### src/rtl/rx_sched_pkg.sv
// Shared definitions for the rx BRAM bank scheduler: FSM encoding, sample constants, bank decode.
// Latency: n/a (types, constants and a pure function only).
// Backpressure: n/a.
package rx_sched_pkg;

    localparam int SAMPLE_PERIOD = 512;  // nominal clocks between filtered samples
    localparam int SAMPLE_W      = 16;   // filtered sample width
    localparam int MAX_BANKS     = 8;    // widest one-hot the decode supports

    typedef enum logic [1:0] {
        ST_IDLE  = 2'd0,
        ST_WAIT  = 2'd1,
        ST_SWEEP = 2'd2
    } sched_state_t;

    // One-hot write enable for a bank index; callers truncate to their bank count.
    function automatic logic [MAX_BANKS-1:0] bank_onehot(input logic [2:0] idx);
        logic [MAX_BANKS-1:0] sel;
        sel      = '0;
        sel[idx] = 1'b1;
        return sel;
    endfunction

endpackage

### src/rtl/rx_bank_rr_pointer.sv
// Round-robin bank write pointer with wrap at NUM_BANKS-1 and a one-hot decode of the current bank.
// Latency: pointer advances on the edge where advance is high; bank_sel is combinational from wr_ptr.
// Backpressure: none; advance is honoured every cycle.
// Ports: crx_clk/rrx_rst clock and sync reset, advance step strobe, wr_ptr current bank, bank_sel one-hot of wr_ptr.
module rx_bank_rr_pointer
    import rx_sched_pkg::*;
#(
    parameter int NUM_BANKS = 4,
    parameter int BANK_W    = 3
) (
    input  logic                 crx_clk,
    input  logic                 rrx_rst,
    input  logic                 advance,
    output logic [BANK_W-1:0]    wr_ptr,
    output logic [NUM_BANKS-1:0] bank_sel
);

    always_ff @(posedge crx_clk) begin
        if (rrx_rst) begin
            wr_ptr <= '0;
        end else if (advance) begin
            wr_ptr <= (wr_ptr == BANK_W'(NUM_BANKS - 1)) ? '0 : wr_ptr + BANK_W'(1);
        end
    end

    assign bank_sel = NUM_BANKS'(bank_onehot(3'(wr_ptr)));

endmodule

### src/rtl/rx_bram_bank_scheduler.sv
// Writes each accepted sample to one BRAM bank round-robin, triggers all banks and times the readout sweep.
// Latency: trigger/write one cycle after accept; first sweep_valid RD_LATENCY cycles after the trigger.
// Backpressure: none; a sample arriving mid-sweep is still taken, aborts the sweep and sets sticky overrun.
// Ports: crx_clk/rrx_rst clock and sync reset, erx_en enable, sample_valid/sample_in sample strobe and data,
//        new_sample_trig/wr_en_RAM/data_in_RAM bank write side, sweep_valid/idx/last/bank readout timing, overrun error.
module rx_bram_bank_scheduler
    import rx_sched_pkg::*;
#(
    parameter int NUM_BANKS     = 4,
    parameter int MEMORY_LENGTH = 510,
    parameter int RD_LATENCY    = 2,
    parameter int BANK_W        = 3
) (
    input  logic                       crx_clk,
    input  logic                       rrx_rst,
    input  logic                       erx_en,
    input  logic                       sample_valid,
    input  logic signed [SAMPLE_W-1:0] sample_in,
    output logic                       new_sample_trig,
    output logic [NUM_BANKS-1:0]       wr_en_RAM,
    output logic signed [SAMPLE_W-1:0] data_in_RAM,
    output logic                       sweep_valid,
    output logic [8:0]                 sweep_idx,
    output logic                       sweep_last,
    output logic [BANK_W-1:0]          sweep_bank,
    output logic                       overrun
);

    localparam int LAT_W = (RD_LATENCY > 1) ? $clog2(RD_LATENCY) : 1;
    localparam logic [LAT_W-1:0] LAT_LOAD = LAT_W'(RD_LATENCY - 1);
    localparam logic [8:0]       IDX_LAST = 9'(MEMORY_LENGTH - 1);

    // sweep_idx is 9 bits wide, so the sweep can never exceed one nominal sample period.
    generate
        if (MEMORY_LENGTH < 1 || MEMORY_LENGTH > SAMPLE_PERIOD) begin : g_bad_len
            $error("MEMORY_LENGTH must be in 1..%0d", SAMPLE_PERIOD);
        end
        if (NUM_BANKS < 2 || NUM_BANKS > MAX_BANKS || (1 << BANK_W) < NUM_BANKS) begin : g_bad_banks
            $error("NUM_BANKS must be 2..%0d and fit in BANK_W bits", MAX_BANKS);
        end
        if (RD_LATENCY < 1) begin : g_bad_lat
            $error("RD_LATENCY must be at least 1");
        end
    endgenerate

    sched_state_t          state_q, state_d;
    logic [LAT_W-1:0]      lat_q, lat_d;
    logic [8:0]            idx_q, idx_d;
    logic                  accept;
    logic                  at_last;
    logic                  overrun_hit;
    logic [BANK_W-1:0]     wr_ptr;
    logic [NUM_BANKS-1:0]  bank_sel;

    assign accept  = sample_valid & erx_en;
    assign at_last = (state_q == ST_SWEEP) && (idx_q == IDX_LAST);
    // A sample landing on the final sweep cycle is the nominal back-to-back case, not an overrun.
    assign overrun_hit = accept && ((state_q == ST_WAIT) || ((state_q == ST_SWEEP) && !at_last));

    rx_bank_rr_pointer #(
        .NUM_BANKS (NUM_BANKS),
        .BANK_W    (BANK_W)
    ) u_rr_ptr (
        .crx_clk  (crx_clk),
        .rrx_rst  (rrx_rst),
        .advance  (accept),
        .wr_ptr   (wr_ptr),
        .bank_sel (bank_sel)
    );

    always_ff @(posedge crx_clk) begin
        if (rrx_rst) begin
            state_q <= ST_IDLE;
            lat_q   <= '0;
            idx_q   <= '0;
        end else begin
            state_q <= state_d;
            lat_q   <= lat_d;
            idx_q   <= idx_d;
        end
    end

    always_comb begin
        state_d = state_q;
        lat_d   = lat_q;
        idx_d   = idx_q;
        case (state_q)
            ST_IDLE: begin
                idx_d = '0;
            end
            ST_WAIT: begin
                if (lat_q == '0) begin
                    state_d = ST_SWEEP;
                    idx_d   = '0;
                end else begin
                    lat_d = lat_q - LAT_W'(1);
                end
            end
            ST_SWEEP: begin
                if (idx_q == IDX_LAST) begin
                    state_d = ST_IDLE;
                    idx_d   = '0;
                end else begin
                    idx_d = idx_q + 9'd1;
                end
            end
            default: begin
                state_d = ST_IDLE;
                idx_d   = '0;
            end
        endcase
        // Every accept restarts the latency wait for the new sample, abandoning any running sweep.
        if (accept) begin
            state_d = ST_WAIT;
            lat_d   = LAT_LOAD;
            idx_d   = '0;
        end
    end

    always_ff @(posedge crx_clk) begin
        if (rrx_rst) begin
            new_sample_trig <= 1'b0;
            wr_en_RAM       <= '0;
            data_in_RAM     <= '0;
            sweep_bank      <= '0;
            overrun         <= 1'b0;
        end else begin
            new_sample_trig <= accept;
            wr_en_RAM       <= accept ? bank_sel : '0;
            if (accept) begin
                data_in_RAM <= sample_in;
                sweep_bank  <= wr_ptr;
            end
            if (overrun_hit) begin
                overrun <= 1'b1;
            end
        end
    end

    assign sweep_valid = (state_q == ST_SWEEP);
    assign sweep_idx   = idx_q;
    assign sweep_last  = at_last;

endmodule

### config.mk
export PLATFORM = sky130hd
export DESIGN_NAME = rx_bram_bank_scheduler
export DESIGN_NICKNAME = d
export VERILOG_FILES = /design/src/rtl/rx_sched_pkg.sv /design/src/rtl/rx_bank_rr_pointer.sv /design/src/rtl/rx_bram_bank_scheduler.sv
export SDC_FILE = /design/constraint.sdc
export NUM_CORES = 1
export LEC_CHECK = 0
export ABC_AREA = 0
export CAP_MARGIN = 0
export CORE_AREA = 2 2 48 83
export CTS_BUF_LIST = sky130_fd_sc_hd__clkbuf_8
export DETAILED_ROUTE_END_ITERATION = 7
export DIE_AREA = 0 0 50 85
export PLACE_DENSITY = 0.78
export SYNTH_ARGS = -nofsm -noshare
export SYNTH_HDL_FRONTEND = slang
export SYNTH_SLANG_ARGS = --single-unit
### constraint.sdc
create_clock -name crx_clk -period 1.9 [get_ports crx_clk]
set_input_delay 0.19 -clock crx_clk [delete_from_list [all_inputs] [get_ports crx_clk]]
set_output_delay 0.19 -clock crx_clk [all_outputs]
set_load 0.005 [all_outputs]
==> impl_metrics.env <==
export IMPL_run_status="complete, no violations"
export IMPL_die_area_um2=4250
export IMPL_number_of_cells_produced_by_synthesis=181
export IMPL_finalHoldViolCount=0
export IMPL_critPathMaxFanout=3
export IMPL_endpoint_kind="output port"
export IMPL_tritoncts_num_buffers=5
export IMPL_synth_net_count=204
export IMPL_finalNetCount=265
export IMPL_synthDistinctLibCells=31
export IMPL_place_port_buffers=55
export IMPL_setup_total_negative_slack_ns=0
export IMPL_peak_supply_drop_mv=0.520
export IMPL_drtPass1Iterations=4
export IMPL_sequential_cell_area_um2=803
export IMPL_relSlewSlack_pct=73.8
export IMPL_num_antenna_cells=0
export IMPL_synth_edff_count=0
export IMPL_flow_area_growth_from_synthesis_pct=48.6
export IMPL_antenna_found_initial=0
export IMPL_power_per_cell_area_nw_per_um2=772
export IMPL_hold_path_class="input pin to register"
export IMPL_routed_via_density=4.84
export IMPL_clock_tree_root_cell="sky130_fd_sc_hd__clkbuf_8"
export IMPL_globalRoute_busiestLayer="met2"
export IMPL_yosysTopAreaCellShare_pct=51.8
export IMPL_crit_path_cell_trace="inv_1 -> ha_1 -> and4_4 -> and3_1 -> dlygate4sd2_1"
export IMPL_die_height_um=85
export IMPL_clk_path_buf_depth=2
export IMPL_drive_above_1_share_pct=9.05
export IMPL_wire_length_of_the_first_global_routing_pass_um=5510
export IMPL_skew_ns=0.00390
export IMPL_grt_start_max_net_pins=28
export IMPL_tritoncts_clock_tree="yes"
export IMPL_routabilityCongestion=0.697
export IMPL_drt_antenna_violating_nets=0
export IMPL_grt_pass1_vias=1311
export IMPL_finalSetupViolations=0
export IMPL_timing_max_transition_violations_final=0
export IMPL_max_freq_ghz=0.607
export IMPL_post_route_drc_count=0
export IMPL_number_of_clock_sinks=40
export IMPL_cts_htree_levels=2
export IMPL_synth_async_reset_ratio_pct=0
export IMPL_met2_usage_pct=28.8
export IMPL_cp_data_required_time_ns=1.71
export IMPL_fillers=322
export IMPL_initialDrtViolationCount=20
export IMPL_finish_instance_area_um2=2300
export IMPL_num_io_pins=56
export IMPL_most_common_cell_in_the_synthesized_netlist="sky130_fd_sc_hd__nand2_1"
export IMPL_critPathSlowestCell="sky130_fd_sc_hd__dfxtp_2"
export IMPL_cpLargestDelayFamily="simple AND/OR/NAND/NOR gates"
export IMPL_cap_viol_max_count=0
export IMPL_clock_edge_transition_at_the_registers_on_the_reported_setup_and_hold_paths_ns=0.07
export IMPL_grt_remaining_overflow=0
export IMPL_multi_input_logic_area_um2=698
export IMPL_synthTopCellsByArea="sky130_fd_sc_hd__dfxtp_1 52%, sky130_fd_sc_hd__nand2_1 12%, sky130_fd_sc_hd__a21oi_1 9.1%"
export IMPL_post_dp_hpwl_um=2390
export IMPL_criticalPathCategory="register to output port"
export IMPL_postCtsHoldBufs=0
export IMPL_core_rowCount=29
export IMPL_worst_endpoint_arrival_ns=1.46
export IMPL_post_syn_area_um2=1550
export IMPL_tightestPinTransition_ns=0.392
export IMPL_setup_repair_after_global_routing_missed_its_margin="no"
export IMPL_power_leakage_nw=0.887
export IMPL_placeableCoreArea_um2=3590
export IMPL_drt_total_wl_um=3330
export IMPL_synth_yosys_warnings=0
export IMPL_global_route_usage_total_pct=16.6
export IMPL_startpoint_type="register"
export IMPL_dpl_instance_area_um2=2160
export IMPL_die_width_um=50
export IMPL_effective_utilization_at_floorplan_pct=43.1
export IMPL_skew_pair_late_insertion_delay_ns=0.29
export IMPL_synthesis_area_per_instance_um2=8.54
export IMPL_yosysTopAreaCell="sky130_fd_sc_hd__dfxtp_1"
export IMPL_gr_met3_demand_resource_pct=4.58
export IMPL_synth_top_cells_by_count="49 x sky130_fd_sc_hd__nand2_1, 40 x sky130_fd_sc_hd__dfxtp_1, 28 x sky130_fd_sc_hd__a21oi_1"
export IMPL_fin_crit_ns=1.65
export IMPL_critical_path_n_buffers_inverters=2
export IMPL_grt_met1_usage_pct=17.7
export IMPL_post_route_period_util_pct=86.7
export IMPL_synthFlopType="sky130_fd_sc_hd__dfxtp_1"
export IMPL_synth_yosys_seq_area_share_pct=51.8
export IMPL_overall_via_count_from_detail_route=1400
export IMPL_synth_seq_cells=40
export IMPL_detail_route_wl_per_cell_um=11.5
export IMPL_critical_path_max_stage_delay_ns=0.33
==> cell usage in the layout (no fill, tap or decap), types with 2 or more instances in the layout <==
| cell type | instances |
|---|---|
| sky130_fd_sc_hd__clkdlybuf4s50_1 | 54 |
| sky130_fd_sc_hd__nand2_1 | 49 |
| sky130_fd_sc_hd__dfxtp_1 | 38 |
| sky130_fd_sc_hd__a21oi_1 | 28 |
| sky130_fd_sc_hd__nor2_1 | 11 |
| sky130_fd_sc_hd__clkbuf_8 | 7 |
| sky130_fd_sc_hd__buf_4 | 6 |
| sky130_fd_sc_hd__inv_1 | 5 |
| sky130_fd_sc_hd__and3_1 | 4 |
| sky130_fd_sc_hd__a31oi_1 | 4 |
| sky130_fd_sc_hd__nand2b_1 | 3 |
| sky130_fd_sc_hd__xor2_1 | 3 |
| sky130_fd_sc_hd__ha_1 | 3 |
| sky130_fd_sc_hd__and4_4 | 2 |
| sky130_fd_sc_hd__nor2b_1 | 2 |
| sky130_fd_sc_hd__nor3_1 | 2 |
| sky130_fd_sc_hd__nand3_1 | 2 |
| sky130_fd_sc_hd__dfxtp_2 | 2 |
==> worst min-delay path: stages <==
cell                              delay [ns]
sky130_fd_sc_hd__clkdlybuf4s50_1        0.39
sky130_fd_sc_hd__nand2_1                0.05
sky130_fd_sc_hd__a21oi_1                0.05
==> logic make-up (layout without fill, tap and decap cells) <==
kind of cell    Yosys count  after routing  share of synthesized area, %
mux                       1              1                         0.647
flops                    40             40                          51.8
fa+ha+maj                 3              3                          2.43
xor+xnor                  4              4                          2.27
buf+inv                  12             74                          3.40
compound gates           39             39                          15.5
simple gates             82             82                          23.9
==> power by group <==
part | switching, mW | internal [mW]
logic | 0.0657 | 0.0952
clock network | 0.272 | 0.463
registers | 0.0141 | 0.863
==> layer usage <==
| metal | share of wire (%) | up-vias |
|---|---|---|
| li1 | - | 721 |
| met1 | 42 | 627 |
| met2 | 51 | 45 |
| met3 | 5.1 | 7 |
| met4 | 2.0 | 0 |
| met5 | 0 | - |
==> stage by stage <==
| step | power (mW) | hold WS, ns | setup slack [ns] | cells | util, % |
|---|---|---|---|---|---|
| 3_5_place_dp | 1.06 | 0.447 | 0.230 | 280 | 60.1 |
| 3_3_place_gp | 1.06 | 0.441 | 0.244 | 280 | 60.1 |
| 2_1_floorplan | 0.962 | 0.324 | 0.402 | 181 | - |
| 6_report | 1.77 | 0.448 | 0.252 | 289 | 64.0 |
| 5_1_grt | 1.85 | 0.455 | 0.207 | 289 | 64.0 |
| 4_1_cts | 1.80 | 0.438 | 0.240 | 289 | 64.0 |
==> timing repair <==
| action | in CTS | in global routing |
|---|---|---|
| setup buffers | 1 | 0 |
| setup endpoints to repair | 1 | 0 |
| resized for setup | 7 | 0 |
==> final cells by class <==
cell class	count	share of cell area, %
clock buffers	7	4.19
clock inverters	1	1.31
inverters	5	0.817
multi-input cells	129	30.4
flip-flops and latches	40	34.9
well taps	46	2.50
repair buffers	61	25.9
==> sequential cells by signal, summed over array words and instances, names as in the netlist <==
name / flops
data_in_RAM: 16
lat_q: 1
new_sample_trig: 1
overrun: 1
state_q: 2
sweep_bank: 3
sweep_idx: 9
u_rr_ptr.wr_ptr: 3
wr_en_RAM: 4
==> worst paths after layout <==
kind                                             startpoint                           to  slack, ns  cells past startpoint
worst min-delay path                           sample_in[7]  data_in_RAM[7]$_SDFFE_PP0P_       0.45                      3
worst max-delay path              sweep_idx[1]$_SDFFE_PP0P_                   sweep_last       0.25                      5
worst min register to register  data_in_RAM[1]$_SDFFE_PP0P_  data_in_RAM[1]$_SDFFE_PP0P_       0.45                      2
worst max register to register    sweep_idx[1]$_SDFFE_PP0P_    sweep_idx[1]$_SDFFE_PP0P_       0.42                      6
No activity file was read; power rests on OpenSTA's default activity.
